File: src/rtl/percept_exec.sv
// Perceptron execution datapath: serial load/unload of the two operands and the
// accumulator, plus one-cycle multiply and multiply-accumulate.
module percept_exec #(
   parameter int WIDTH = 8,
   parameter int ACC_W = 16
) (
   input  logic             clk,
   input  logic             nRst,
   input  logic [2:0]       opcode,
   input  logic             op_start,
   input  logic             rx,
   output logic             tx,
   output logic             busy,
   output logic             done,
   output logic [ACC_W-1:0] res
);

   localparam int CNT_W = $clog2(ACC_W + 1);

   typedef enum logic [2:0] {
      OP_OUT_DATA1 = 3'd0,
      OP_OUT_DATA2 = 3'd1,
      OP_OUT_RES   = 3'd2,
      OP_LOAD      = 3'd3,
      OP_LOAD_RES  = 3'd4,
      OP_MUL       = 3'd5,
      OP_MUL_ADD   = 3'd6,
      OP_NO_OP     = 3'd7
   } op_e;

   typedef enum logic [2:0] {
      S_IDLE,
      S_SHIFT_IN,
      S_SHIFT_OUT,
      S_COMPUTE,
      S_DONE
   } state_e;

   state_e           state_q, state_d;
   op_e              op_q, op_d;
   logic [CNT_W-1:0] cnt_q, cnt_d;
   logic [ACC_W-1:0] sr_q, sr_d;
   logic [WIDTH-1:0] data1_q, data1_d;
   logic [WIDTH-1:0] data2_q, data2_d;
   logic [ACC_W-1:0] res_q, res_d;
   logic             tx_q, tx_d;
   logic [ACC_W-1:0] prod;
   logic [ACC_W-1:0] out_src;

   // One shift register serves both directions: rx enters at the LSB, tx leaves from the MSB.
   always_comb begin
      // NOTE: every signal gets a default before the case so no latch can be inferred.
      state_d = state_q;
      op_d    = op_q;
      cnt_d   = cnt_q;
      sr_d    = sr_q;
      data1_d = data1_q;
      data2_d = data2_q;
      res_d   = res_q;
      tx_d    = 1'b1;
      out_src = '0;
      prod    = ACC_W'(data1_q) * ACC_W'(data2_q);

      case (state_q)
         S_IDLE: begin
            if (op_start) begin
               op_d = op_e'(opcode);
               case (op_e'(opcode))
                  OP_LOAD: begin
                     cnt_d   = CNT_W'(2 * WIDTH);
                     state_d = S_SHIFT_IN;
                  end
                  OP_LOAD_RES: begin
                     cnt_d   = CNT_W'(ACC_W);
                     state_d = S_SHIFT_IN;
                  end
                  OP_OUT_DATA1: begin
                     out_src = {data1_q, {(ACC_W - WIDTH){1'b0}}};
                     cnt_d   = CNT_W'(WIDTH);
                     state_d = S_SHIFT_OUT;
                  end
                  OP_OUT_DATA2: begin
                     out_src = {data2_q, {(ACC_W - WIDTH){1'b0}}};
                     cnt_d   = CNT_W'(WIDTH);
                     state_d = S_SHIFT_OUT;
                  end
                  OP_OUT_RES: begin
                     out_src = res_q;
                     cnt_d   = CNT_W'(ACC_W);
                     state_d = S_SHIFT_OUT;
                  end
                  OP_MUL, OP_MUL_ADD: state_d = S_COMPUTE;
                  default:            state_d = S_DONE;
               endcase
               // The MSB goes out right away so the stream starts the cycle after acceptance.
               if (state_d == S_SHIFT_OUT) begin
                  tx_d = out_src[ACC_W-1];
                  sr_d = out_src << 1;
               end
            end
         end

         S_SHIFT_IN: begin
            sr_d  = {sr_q[ACC_W-2:0], rx};
            cnt_d = cnt_q - CNT_W'(1);
            if (cnt_q == CNT_W'(1)) begin
               state_d = S_DONE;
               if (op_q == OP_LOAD) begin
                  data1_d = sr_d[2*WIDTH-1:WIDTH];
                  data2_d = sr_d[WIDTH-1:0];
               end else begin
                  res_d = sr_d;
               end
            end
         end

         S_SHIFT_OUT: begin
            cnt_d = cnt_q - CNT_W'(1);
            if (cnt_q == CNT_W'(1)) begin
               state_d = S_DONE;
            end else begin
               tx_d = sr_q[ACC_W-1];
               sr_d = sr_q << 1;
            end
         end

         S_COMPUTE: begin
            res_d   = (op_q == OP_MUL_ADD) ? res_q + prod : prod;
            state_d = S_DONE;
         end

         S_DONE:  state_d = S_IDLE;
         default: state_d = S_IDLE;
      endcase
   end

   // NOTE: state registers use non-blocking assignments so every flop samples pre-edge values.
   always_ff @(posedge clk or negedge nRst) begin
      if (!nRst) begin
         state_q <= S_IDLE;
         op_q    <= OP_NO_OP;
         cnt_q   <= '0;
         sr_q    <= '0;
         data1_q <= '0;
         data2_q <= '0;
         res_q   <= '0;
         tx_q    <= 1'b1;
      end else begin
         state_q <= state_d;
         op_q    <= op_d;
         cnt_q   <= cnt_d;
         sr_q    <= sr_d;
         data1_q <= data1_d;
         data2_q <= data2_d;
         res_q   <= res_d;
         tx_q    <= tx_d;
      end
   end

   assign tx   = tx_q;
   assign res  = res_q;
   assign done = (state_q == S_DONE);
   assign busy = (state_q == S_SHIFT_IN) || (state_q == S_SHIFT_OUT) || (state_q == S_COMPUTE);

endmodule

File: config.mk
export PLATFORM = sky130hd
export DESIGN_NAME = percept_exec
export DESIGN_NICKNAME = d
export VERILOG_FILES = /design/src/rtl/percept_exec.sv
export SDC_FILE = /design/constraint.sdc
export NUM_CORES = 1
export LEC_CHECK = 0
export BUFFER_PORTS_ARGS = -buffer_cell sky130_fd_sc_hd__buf_4
export CAP_MARGIN = 20
export CORE_MARGIN = 2
export CORE_UTILIZATION = 60
export CTS_BUF_LIST = sky130_fd_sc_hd__clkbuf_8 sky130_fd_sc_hd__clkbuf_16
export DETAILED_ROUTE_END_ITERATION = 6
export MAX_ROUTING_LAYER = met4
export PLACE_DENSITY_LB_ADDON = 0.1
export SLEW_MARGIN = 20
export SYNTH_ARGS = -nofsm -noshare
export SYNTH_HDL_FRONTEND = slang
export SYNTH_SLANG_ARGS = --single-unit
File: constraint.sdc
create_clock -name clk -period 10.9 [get_ports clk]
set_input_delay 1.635 -clock clk [delete_from_list [all_inputs] [get_ports clk]]
set_output_delay 1.635 -clock clk [all_outputs]
set_load 0.01 [all_outputs]
Word level (Yosys, flattened, before mapping)
Index checks and enable logic that the tools add are counted.

Add/subtract/negate cells: 2. Multiply operators: 1. Div/mod/pow operators: 0. Order comparisons: 0. Equality and inequality tests: 21. Shift operators: 0. Muxes and demuxes: 22. Bitwise gates (word level): 0. Reduce and logical (&&, ||, !) cells: 19.

Operators with widths (count): $mux 16 (6); $pmux 16 s3 (2); $pmux 16 s2 (1); $pmux 5 s2 (2); $eq 3x2->1 const B (6); $pmux 3 s3 (2); $add 16x16->16 (1); $mul 8x8->16 (1); $eq 3x3->1 const B (5); $mux 3 (4); $ne 2x2->1 const B (5); $reduce_and 3->1 (3); $reduce_or 2->1 (4); $eq 3x1->1 const B (2); $logic_not 3->1 (2); $reduce_or 3->1 (2); $eq 5x1->1 const B (1); $mux 5 (1); $sub 5x1->5 const B (1); $reduce_and 2->1 (2); $reduce_and 4->1 (1); $reduce_bool 2->1 (2); $mux 1 (3); $ne 3x3->1 const B (1); 4 further kinds (5).

Register bits: 60. Bits in latches: 0. Memory bits (writable): 0. Bits in read-only memories: 0. Word-level logic and storage cells: 73. Memories kept: 0.

Logic depth before layout (Yosys ltp)
Gate-level depths: netlist of the first run.

Word-level depth: 9. Depth in mapped cells: 26. Gate-level depth less buffers: 25.

Worst setup path before layout of the first run
No wires, ideal clock.

Path type: reg-to-reg. From: register data2_q[7]. To: register res_q[15], in the netlist res[15]. Setup time: 0.132 ns. Arrival time: 5.432 ns. Data required time: 10.768 ns. Setup slack: 5.337 ns. Stages on the path, launching flop included: 26. Path buffers: 1. Clock period less this slack: 5.563 ns. Cell sequence: dfrtp_1 clkbuf_1 nand2_1 fa_1 fa_1 inv_1 fa_1 inv_1 fa_1 inv_1 ha_1 a21oi_1 nand2_1 o21ai_0 nand2b_1 a211oi_1 nor2_1 ha_1 o21ai_0 o21bai_1 a21o_1 a221oi_2 a21oi_1 mux2i_1 xor2_1 o21ai_1.

Longest elaborated chain between the ends: 4.

RTL lines: start: declaration (line 44) `logic [WIDTH-1:0] data2_q, data2_d;`; start signal: assignment (line 154) `data2_q <= data2_d;`; $mul 8x8->16 (*) (line 62) `prod = ACC_W'(data1_q) * ACC_W'(data2_q);`; $add 16x16->16 (line 128) `res_d = (op_q == OP_MUL_ADD) ? res_q + prod : prod;`; $mux 16 (*) (line 128); $pmux 16 s2 (*) (line 64) `case (state_q)`; end signal: assignment (line 155) `res_q <= res_d;`; end: declaration (line 45) `logic [ACC_W-1:0] res_q, res_d;`.

Mark *: on every way between the ends. The rest lies on a longest branch, timed or not. A chain may end at the register's enable or synchronous reset.

Final worst setup path of the first run
Ends and elaborated chain as after synthesis.

==> results.md, run 1 <==
Run status:
- The run finished with clean final reports.

Yosys:
- In this run, synthesis produced a sequential element count of 60.
- The share of synthesized area in the top cell type comes to 0.238.
- Counting every net in the synthesized netlist gives 759.
- By area the synthesized netlist is led by sky130_fd_sc_hd__dfrtp_1 (24%), sky130_fd_sc_hd__fa_1 (13%), sky130_fd_sc_hd__ha_1 (11%).
- sky130_fd_sc_hd__dfrtp_1 takes more of the synthesized area than any other cell.
- The share of the Yosys chip area taken by registers is 0.256.
- The number of enable-type register cells in the synthesized netlist is 0.
- The post-synthesis instance area is 5880 um^2.
- The number of unique standard cell types used by synthesis is 58.
- The flip-flop cell with the highest count after synthesis is sky130_fd_sc_hd__dfrtp_1.
- The average footprint of a synthesized cell is 8.90 um^2.
- For this run, asynchronously set or reset flops after synthesis account for 1.00.
- In the synthesized netlist, the number of instances is 661.
- The number of warnings reported in the yosys synthesis log is 0.

Cells and area:
- The final cell utilization of the core is 0.658.
- The number of antenna diodes in the final layout is 0.
- The most common library cell in the layout ignoring fill and taps is sky130_fd_sc_hd__and2_1.
- In the layout the commonest cells are sky130_fd_sc_hd__and2_1 (59), sky130_fd_sc_hd__inv_1 (58), sky130_fd_sc_hd__nand2_1 (57), sky130_fd_sc_hd__dfrtp_1 (56).
- The finished layout holds 809 standard cells, fillers aside.
- The net count of the finished layout is 769.
- The share of cells above drive strength 1 is 0.108.
- The signed area change from the synthesized netlist to the final layout is 7.85%.

Setup path:
- The start point of the critical path is data2_q[7].
- The critical path in this run is classified as flop to flop.
- The category of the worst setup path capture point is a flop.
- STA classifies the critical path startpoint as a flop.
- The endpoint of the most critical register-to-register path is res[15].
- The depth of the most critical reg-to-reg path is 24.
- At the worst endpoint, the arrival time is 6.33 ns.
- The flop-to-flop setup slack is 4.76 ns.
- The startpoint identified for the worst register-to-register timing path is data2_q[7].
- Of all nets on the critical path, the largest fanout is 10.
- The data required time at the worst endpoint is 11.10 ns.

Route:
- The detail route stage leaves a number of antenna-violating nets equal to 0.
- Using the TritonRoute via totals, the vias-per-cell ratio works out to 5.97.
- The wire length after detailed routing is 14.4 mm.
- The total number of vias is 4828.
- Dividing the detail-routed wire length by the instance count gives 17.8 um.
- The first-pass iteration count of the detailed router is 5.
- For this run, design rule violations remaining after detail routing come to 0.
- The first routing iteration left 402 violations.

Timing:
- The setup TNS is 0 ns.
- The count of pins over their slew limit is 0.
- Setup repair after global routing left no endpoint under its margin.
- For the pin with the worst max-slew slack, the measured transition is 0.973 ns.
- The worst path setup slack after routing is 4.76 ns.
- The worst pin sits at a relative slew slack of 0.349.
- The peak clock frequency supported by timing is 0.163 GHz.
- The final clock period utilization by the worst path is 0.563.
- The clock period could shrink to 6.14 ns.
- Hold is met by 0.513 ns.
- The final count of negative-setup-slack endpoints is 0.
- The hold violation count in the final report is 0.
- Clock skew on the completed layout was measured at 0.00832 ns.

CTS:
- The number of levels in the clock H-tree is 3.
- The maximum clock insertion buffer count is 2.
- The number of gates resized after cts is 0.
- The clock root buffer is sky130_fd_sc_hd__clkbuf_8.
- TritonCTS created 9 clock buffers.
- For this design, the CTS-stage hold fixing added 0 buffers.
- The clock latency reported for the late side of the worst-skew pair is 0.35 ns.
- Post-CTS timing repair inserted 0 buffers for setup.
- After clock tree synthesis, the clock-pin slew on the worst setup and hold paths is 0.07 ns.
- The count of clock tree sinks is 60.
- The CTS tree is yes.

Floorplanning:
- The row count is 36.
- The starting density of the core is 0.610.
- The die covers 10600 um^2.
- The vertical die dimension is 103 um.
- The core area is 9640 um^2.
- In this run the horizontal extent of the chip is 103 um.
- Pin placement for this block handled 26 I/O pins.

Hold path:
- The class of the worst hold path is flop to flop.
- The startpoint of the worst hold path is cnt_q[1].
- The path with the worst hold slack has its endpoint at cnt_q[1].
- The number of cells traversed by the worst hold path is 2.

Power and ir drop:
- In this run the static leakage power is 3.18 nW.
- The power density of the placed cells is 182 nW/um^2.
- The worst-case IR drop observed on VDD is 0.000302 V.

Global route:
- The global route total overflow is 0.
- The first global-routing pass estimated 23.5 mm of wire.
- Across every metal layer, demand over resource in global routing totals 0.304.
- The via count of the first global-routing pass is 4800.
- The number of antenna violations at the first check in global routing is 0.
- The pin count of the biggest net entering global routing is 61.

Placement:
- Prior to clock tree synthesis, the placed netlist has a worst setup slack of 4.80 ns.
- The count of buffers added on input and output ports is 25.
- The number of cells in the design after placement is 793.
- The final weighted congestion in routability-driven placement is 0.930.
- The post-detailed-placement half-perimeter wirelength is 11.0 mm.

Job:
- Max-cap violations in this run came to 0.
==> area by class of cell <==
cell class | count | area [um^2]
clock buffers | 11 | 151
clock inverters | 5 | 52.6
fillers | 847 | 3290
inverters | 56 | 210
multi-input cells | 517 | 4060
flip-flops and latches | 60 | 1510
well taps | 133 | 166
repair buffers | 27 | 203
==> worst max-delay path, stage by stage, from the launching register on <==
cell and delay [ns]:
sky130_fd_sc_hd__dfrtp_1 0.51, sky130_fd_sc_hd__nand2_1 0.14, sky130_fd_sc_hd__fa_1 0.52, sky130_fd_sc_hd__fa_1 0.55
sky130_fd_sc_hd__inv_1 0.06, sky130_fd_sc_hd__fa_1 0.53, sky130_fd_sc_hd__inv_1 0.05, sky130_fd_sc_hd__fa_1 0.53
sky130_fd_sc_hd__inv_1 0.04, sky130_fd_sc_hd__ha_1 0.35, sky130_fd_sc_hd__a21oi_1 0.24, sky130_fd_sc_hd__nand2_1 0.11
sky130_fd_sc_hd__o21ai_0 0.28, sky130_fd_sc_hd__nand2b_1 0.10, sky130_fd_sc_hd__a211oi_1 0.25, sky130_fd_sc_hd__nor2_1 0.11
sky130_fd_sc_hd__ha_1 0.34, sky130_fd_sc_hd__o21ai_0 0.09, sky130_fd_sc_hd__o21bai_1 0.09, sky130_fd_sc_hd__a21o_1 0.19
sky130_fd_sc_hd__a221oi_2 0.32, sky130_fd_sc_hd__a21oi_1 0.13, sky130_fd_sc_hd__mux2i_1 0.18, sky130_fd_sc_hd__xor2_1 0.18
sky130_fd_sc_hd__o21ai_1 0.08
==> registers in the layout, indices dropped and copies added, names as in the netlist <==
| register | cells |
|---|---|
| res | 16 |
| sr_q | 16 |
| data1_q | 8 |
| data2_q | 8 |
| cnt_q | 5 |
| op_q | 3 |
| state_q | 3 |
| tx | 1 |
==> synthesized netlist by cell type (9+ instances only) <==
master / count
sky130_fd_sc_hd__and2_1: 59
sky130_fd_sc_hd__nand2_1: 57
sky130_fd_sc_hd__dfrtp_1: 56
sky130_fd_sc_hd__inv_1: 56
sky130_fd_sc_hd__ha_1: 54
sky130_fd_sc_hd__nor2_1: 54
sky130_fd_sc_hd__a21oi_1: 39
sky130_fd_sc_hd__fa_1: 37
sky130_fd_sc_hd__o21ai_0: 33
sky130_fd_sc_hd__mux2_2: 20
sky130_fd_sc_hd__nand3_1: 17
sky130_fd_sc_hd__clkbuf_1: 16
sky130_fd_sc_hd__mux2i_1: 16
sky130_fd_sc_hd__a211oi_1: 10
sky130_fd_sc_hd__a31oi_1: 10
sky130_fd_sc_hd__xnor2_1: 10
sky130_fd_sc_hd__a22oi_1: 9
sky130_fd_sc_hd__nor2b_1: 9
sky130_fd_sc_hd__xor2_1: 9
==> worst max path at each step <==
stage / to / slack [ns] / cells after the start
2_1_floorplan: res[15] / 5.34 / 25
3_5_place_dp: res[15] / 4.80 / 24
6_report: res[15] / 4.76 / 24
4_1_cts: res[15] / 4.79 / 24
5_1_grt: res[15] / 4.35 / 23
3_3_place_gp: res[15] / 5.07 / 24
==> kinds of logic (layout without fill, tap and decap cells) <==
logic type / after synthesis / in the layout / share of synthesized area
AOI/OAI and AO/OA: 149 / 149 / 0.163
DFF: 60 / 60 / 0.256
buffers and inverters: 84 / 99 / 0.0559
adders and majority gates: 91 / 91 / 0.241
and+or+nand+nor: 222 / 222 / 0.191
muxes: 36 / 36 / 0.0655
xor gates and xnor gates: 19 / 19 / 0.0283
==> report_power, final <==
part	switching, mW	total (mW)	internal [mW]
registers	0.127	0.445	0.317
logic	0.289	0.505	0.216
clock network	0.0906	0.207	0.116
total	0.507	1.16	0.649
==> stage by stage <==
stage	total power, mW	cell area (um^2)
3_3_place_gp	0.923	6130
6_report	1.16	6340
4_1_cts	1.15	6340
2_1_floorplan	0.769	5880
5_1_grt	1.25	6340
3_5_place_dp	0.946	6140
==> metal layers <==
metal / routed length (um) / global-route usage / vias to the layer above / part of all wire
li1: - / - / 2287 / -
met1: 6500 / 0.401 / 2405 / 0.45
met2: 7120 / 0.494 / 102 / 0.49
met3: 457 / 0.0244 / 34 / 0.032
met4: 335 / 0.111 / 0 / 0.023
met5: 0 / - / - / 0
No activity file was read; power rests on OpenSTA's default activity.
==> run 2, diff against run 1 <==
Settings changed: ABC_AREA from default to 1.
Clock period 10.9 ns to 6 ns, I/O delays scaled along.
==> run 2 against run 1 <==
Highest routed layer unchanged. Cell count rose by 30%. Wire length rose by 13%. Critical path type unchanged. Largest cell class unchanged. Largest power group unchanged. Die area rose by 6.4%.
==> results.md, run 2 <==
Run status:
- The run finished with clean final reports.

Power and ir drop:
- The power density of the placed cells came to 291 nW/um^2 (+60%).
- The worst IR drop on VDD was 0.000285 V (-5.5%).
- The leakage power is 3.96 nW (+25%).

Global route:
- The aggregate global-route resource usage is 0.317 (+0.0134).
- The via count of the first global-routing pass is 5783 (+20%).
- The first-pass GRT wire length came to 27.7 mm (+17%).
- The global route total overflow is 0 (unchanged).
- The pin count of the biggest net entering global routing was 61 (unchanged).
- The number of antenna violations at the first check in global routing came to 0 (unchanged).

Yosys:
- Yosys attributes the largest share of cell area to sky130_fd_sc_hd__dfrtp_1 (22%), sky130_fd_sc_hd__nand2_1 (15%), sky130_fd_sc_hd__fa_1 (12%).
- The proportion of synthesized flip-flops having asynchronous set or reset was 1.00 (unchanged).
- By count the netlist is led by sky130_fd_sc_hd__nand2_1 (248), sky130_fd_sc_hd__inv_1 (179), sky130_fd_sc_hd__a21oi_1 (67).
- The biggest area contributor in the post-synthesis netlist is sky130_fd_sc_hd__dfrtp_1.
- The number of unique standard cell types used by synthesis came to 39 (-33%).
- The number of storage elements in the synthesis netlist is 60 (unchanged).
- The number of warnings reported in the yosys synthesis log is 0 (unchanged).
- The number of nets in the synthesized netlist is 1001 (+32%).
- The post-synthesis instance area is 6270 um^2 (+6.6%).
- The average footprint of a synthesized cell came to 6.95 um^2 (-22%).
- The number of enable-type register cells in the synthesized netlist is 0 (unchanged).
- The post-synthesis sequential area ratio is 0.240 (-0.0159).
- The share of Yosys cell area claimed by the top area cell type was 0.223 (-0.0148).
- The number of standard cells after synthesis is 903 (+37%).
- In the synthesized netlist the dominant register cell turns out to be sky130_fd_sc_hd__dfrtp_1.
- By instance count, the leading cell after synthesis is sky130_fd_sc_hd__nand2_1.

Route:
- The first-pass iteration count of the detailed router is 5 (unchanged).
- The number of design rule violations left after detail routing is 0 (unchanged).
- The remaining antenna violation count after routing was 0 (unchanged).
- The via density per instance was 5.51 (-7.7%).
- The total number of vias was 5774 (+20%).
- The wire length after detailed routing is 16.2 mm (+13%).
- The wire length per cell is 15.5 um (-13%).
- The met2 wire length is 7.89 mm (+11%).
- The met1 routed wirelength after detailed routing is 7.09 mm (+9.1%).
- The top metal layer carrying routed signals is met4.
- The starting DRC count in detailed routing is 529 (+32%).
- The routed length on met3 came to 781 um (+71%).

Job:
- The count of max-cap constraint violations was 0 (unchanged).

Setup path:
- STA classifies the critical path endpoint as a flop.
- The critical path arrival is 5.70 ns (-0.63 ns).
- The worst-path maximum fanout is 10 (unchanged).
- The kind of critical path is flop to flop.
- The worst setup path is launched from a flop.
- The data required time at the worst endpoint is 6.24 ns (-4.86 ns).

CTS:
- The number of gates resized after cts is 0 (unchanged).
- The clock transition at the register clock pins on the worst setup and hold paths after CTS is 0.08 ns (about the same).
- The cts-stage hold buffer count is 0 (unchanged).
- The number of buffers added for setup after CTS was 0 (unchanged).
- The number of buffers inserted during clock tree synthesis came to 9 (unchanged).
- TritonCTS built the clock tree.
- The clock root buffer is sky130_fd_sc_hd__clkbuf_8.
- The maximum clock insertion buffer count was 2 (unchanged).
- The clock latency reported for the late side of the worst-skew pair is 0.35 ns (about the same).
- The number of levels in the clock H-tree is 3 (unchanged).
- The count of clock tree sinks came to 60 (unchanged).

Timing:
- The setup clock skew after layout is 0.0191 ns (+0.0108 ns).
- The peak clock frequency supported by timing is 0.183 GHz (+12%).
- The final clock period utilization by the worst path is 0.910 (+0.347).
- The measured slew at the worst slew-check pin is 1.00 ns (+0.0314 ns).
- The setup TNS is 0 ns (unchanged).
- The final critical path time including I/O delays and setup is 5.46 ns (-0.675 ns).
- The relative slew slack came to 0.329 (-0.0208).
- The count of pins over their slew limit was 0 (unchanged).
- Setup repair after global routing left no endpoint under its margin.
- The final count of negative-setup-slack endpoints is 0 (unchanged).
- The hold violation count in the final report is 0 (unchanged).

Cells and area:
- The antenna diode count is 0 (unchanged).
- In the layout the commonest cells are sky130_fd_sc_hd__nand2_1 (248), sky130_fd_sc_hd__inv_1 (179), sky130_fd_sc_hd__a21oi_1 (67), sky130_fd_sc_hd__dfrtp_1 (55), sky130_fd_sc_hd__ha_1 (54).
- The number of filler cells placed in the layout is 935 (+10%).
- The area taken by multi-input logic gates is 3910 um^2 (-3.6%).
- The net count of the finished layout was 1005 (+31%).
- The sequential standard cell area came to 1510 um^2 (about the same).
- The most common library cell in the layout ignoring fill and taps is sky130_fd_sc_hd__nand2_1.
- The final cell utilization of the core is 0.653 (-0.00505).
- Compared with the post-synthesis result, the final layout area differs by 6.54%.
- The share of cells above drive strength 1 is 0.0768 (-0.0312).
- The post-layout instance count excluding filler cells is 1048 (+30%).

Hold path:
- The min-delay analysis places its worst path in the category flop to flop.

Floorplanning:
- The vertical die dimension is 106 um (+3.1%).
- The count of pins on the block boundary came to 26 (unchanged).
- The starting density of the core is 0.613 (+0.00273).
- The core area is 10200 um^2 (+6.1%).
- The die width is 106 um (+3.1%).
- The floorplan die area is 11300 um^2 (+6.4%).
- The row count is 37 (+2.8%).

Placement:
- The final weighted congestion in routability-driven placement was 0.981 (+5.5%).
- The count of buffers from port buffering was 25 (unchanged).
- The number of cells in the design after placement came to 1032 (+30%).
- The post-detailed-placement half-perimeter wirelength is 12.7 mm (+16%).
## run 2: through the flow
stage | instance area (um^2) | hold WS [ns] | power (mW) | setup WS (ns)
6_report | 6680 | 0.511 | 1.95 | 0.539
5_1_grt | 6680 | 0.548 | 2.09 | 0.00225
4_1_cts | 6680 | 0.514 | 1.95 | 0.532
3_5_place_dp | 6480 | 0.502 | 1.57 | 0.567
3_3_place_gp | 6480 | 0.490 | 1.55 | 0.567
2_1_floorplan | 6270 | 0.461 | 1.30 | 0.966
## run 2: area by class of cell
type,count,area share
repair buffers,27,0.0303
flip-flops and latches,60,0.226
clock inverters,7,0.0112
well taps,136,0.0255
inverters,184,0.104
multi-input cells,625,0.585
clock buffers,9,0.0185
## run 2: layer usage
| metal | up-vias | track usage |
|---|---|---|
| met5 | - | - |
| met4 | 0 | 0.102 |
| li1 | 2818 | - |
| met2 | 183 | 0.535 |
| met3 | 32 | 0.0417 |
| met1 | 2741 | 0.398 |
## run 2: cells by family (layout without fill, tap and decap cells)
family,after synthesis,after routing,synth area share
DFF,60,60,0.240
xor gates and xnor gates,14,14,0.0195
buffers and inverters,218,227,0.137
AOI/OAI and AO/OA,144,144,0.128
and+or+nand+nor,376,376,0.249
adders and majority gates,91,91,0.226
## run 2: final timing paths
| path | from | end | slack [ns] | depth (start not counted) |
|---|---|---|---|---|
| min | op_q[1] | op_q[1] | 0.51 | 2 |
| max reg2reg | data1_q[1] | res[13] | 0.54 | 24 |
| min reg2reg | op_q[1] | op_q[1] | 0.51 | 2 |
| max | data1_q[1] | res[13] | 0.54 | 24 |
| min in group asynchronous | nRst | cnt_q[4] | 0.63 | 1 |
| max in group asynchronous | nRst | data1_q[0] | 4.81 | 1 |
## run 2: critical path, cell delays in order, from the launching register on
cell and delay, ns:
sky130_fd_sc_hd__dfrtp_1 0.57, sky130_fd_sc_hd__nand2_1 0.13, sky130_fd_sc_hd__fa_1 0.50, sky130_fd_sc_hd__fa_1 0.55, sky130_fd_sc_hd__inv_1 0.06, sky130_fd_sc_hd__fa_1 0.54
sky130_fd_sc_hd__inv_1 0.06, sky130_fd_sc_hd__fa_1 0.53, sky130_fd_sc_hd__inv_1 0.04, sky130_fd_sc_hd__ha_1 0.34, sky130_fd_sc_hd__nand2_1 0.15, sky130_fd_sc_hd__inv_1 0.05
sky130_fd_sc_hd__a21oi_1 0.16, sky130_fd_sc_hd__xnor2_1 0.21, sky130_fd_sc_hd__ha_1 0.35, sky130_fd_sc_hd__nand2_1 0.13, sky130_fd_sc_hd__inv_1 0.08, sky130_fd_sc_hd__a21oi_1 0.24
sky130_fd_sc_hd__nor2_1 0.08, sky130_fd_sc_hd__nor2_1 0.14, sky130_fd_sc_hd__nand3_1 0.10, sky130_fd_sc_hd__nand3_1 0.09, sky130_fd_sc_hd__nand3_1 0.10, sky130_fd_sc_hd__nand2_1 0.09
sky130_fd_sc_hd__nand2_1 0.04
## run 2: power by group
part	leakage (nW)	switching (mW)	internal [mW]	total, mW
Sequential	0.767	0.139	0.542	0.681
Clock	0.0918	0.176	0.193	0.369
Combinational	3.11	0.579	0.316	0.895
Total	3.96	0.894	1.05	1.95
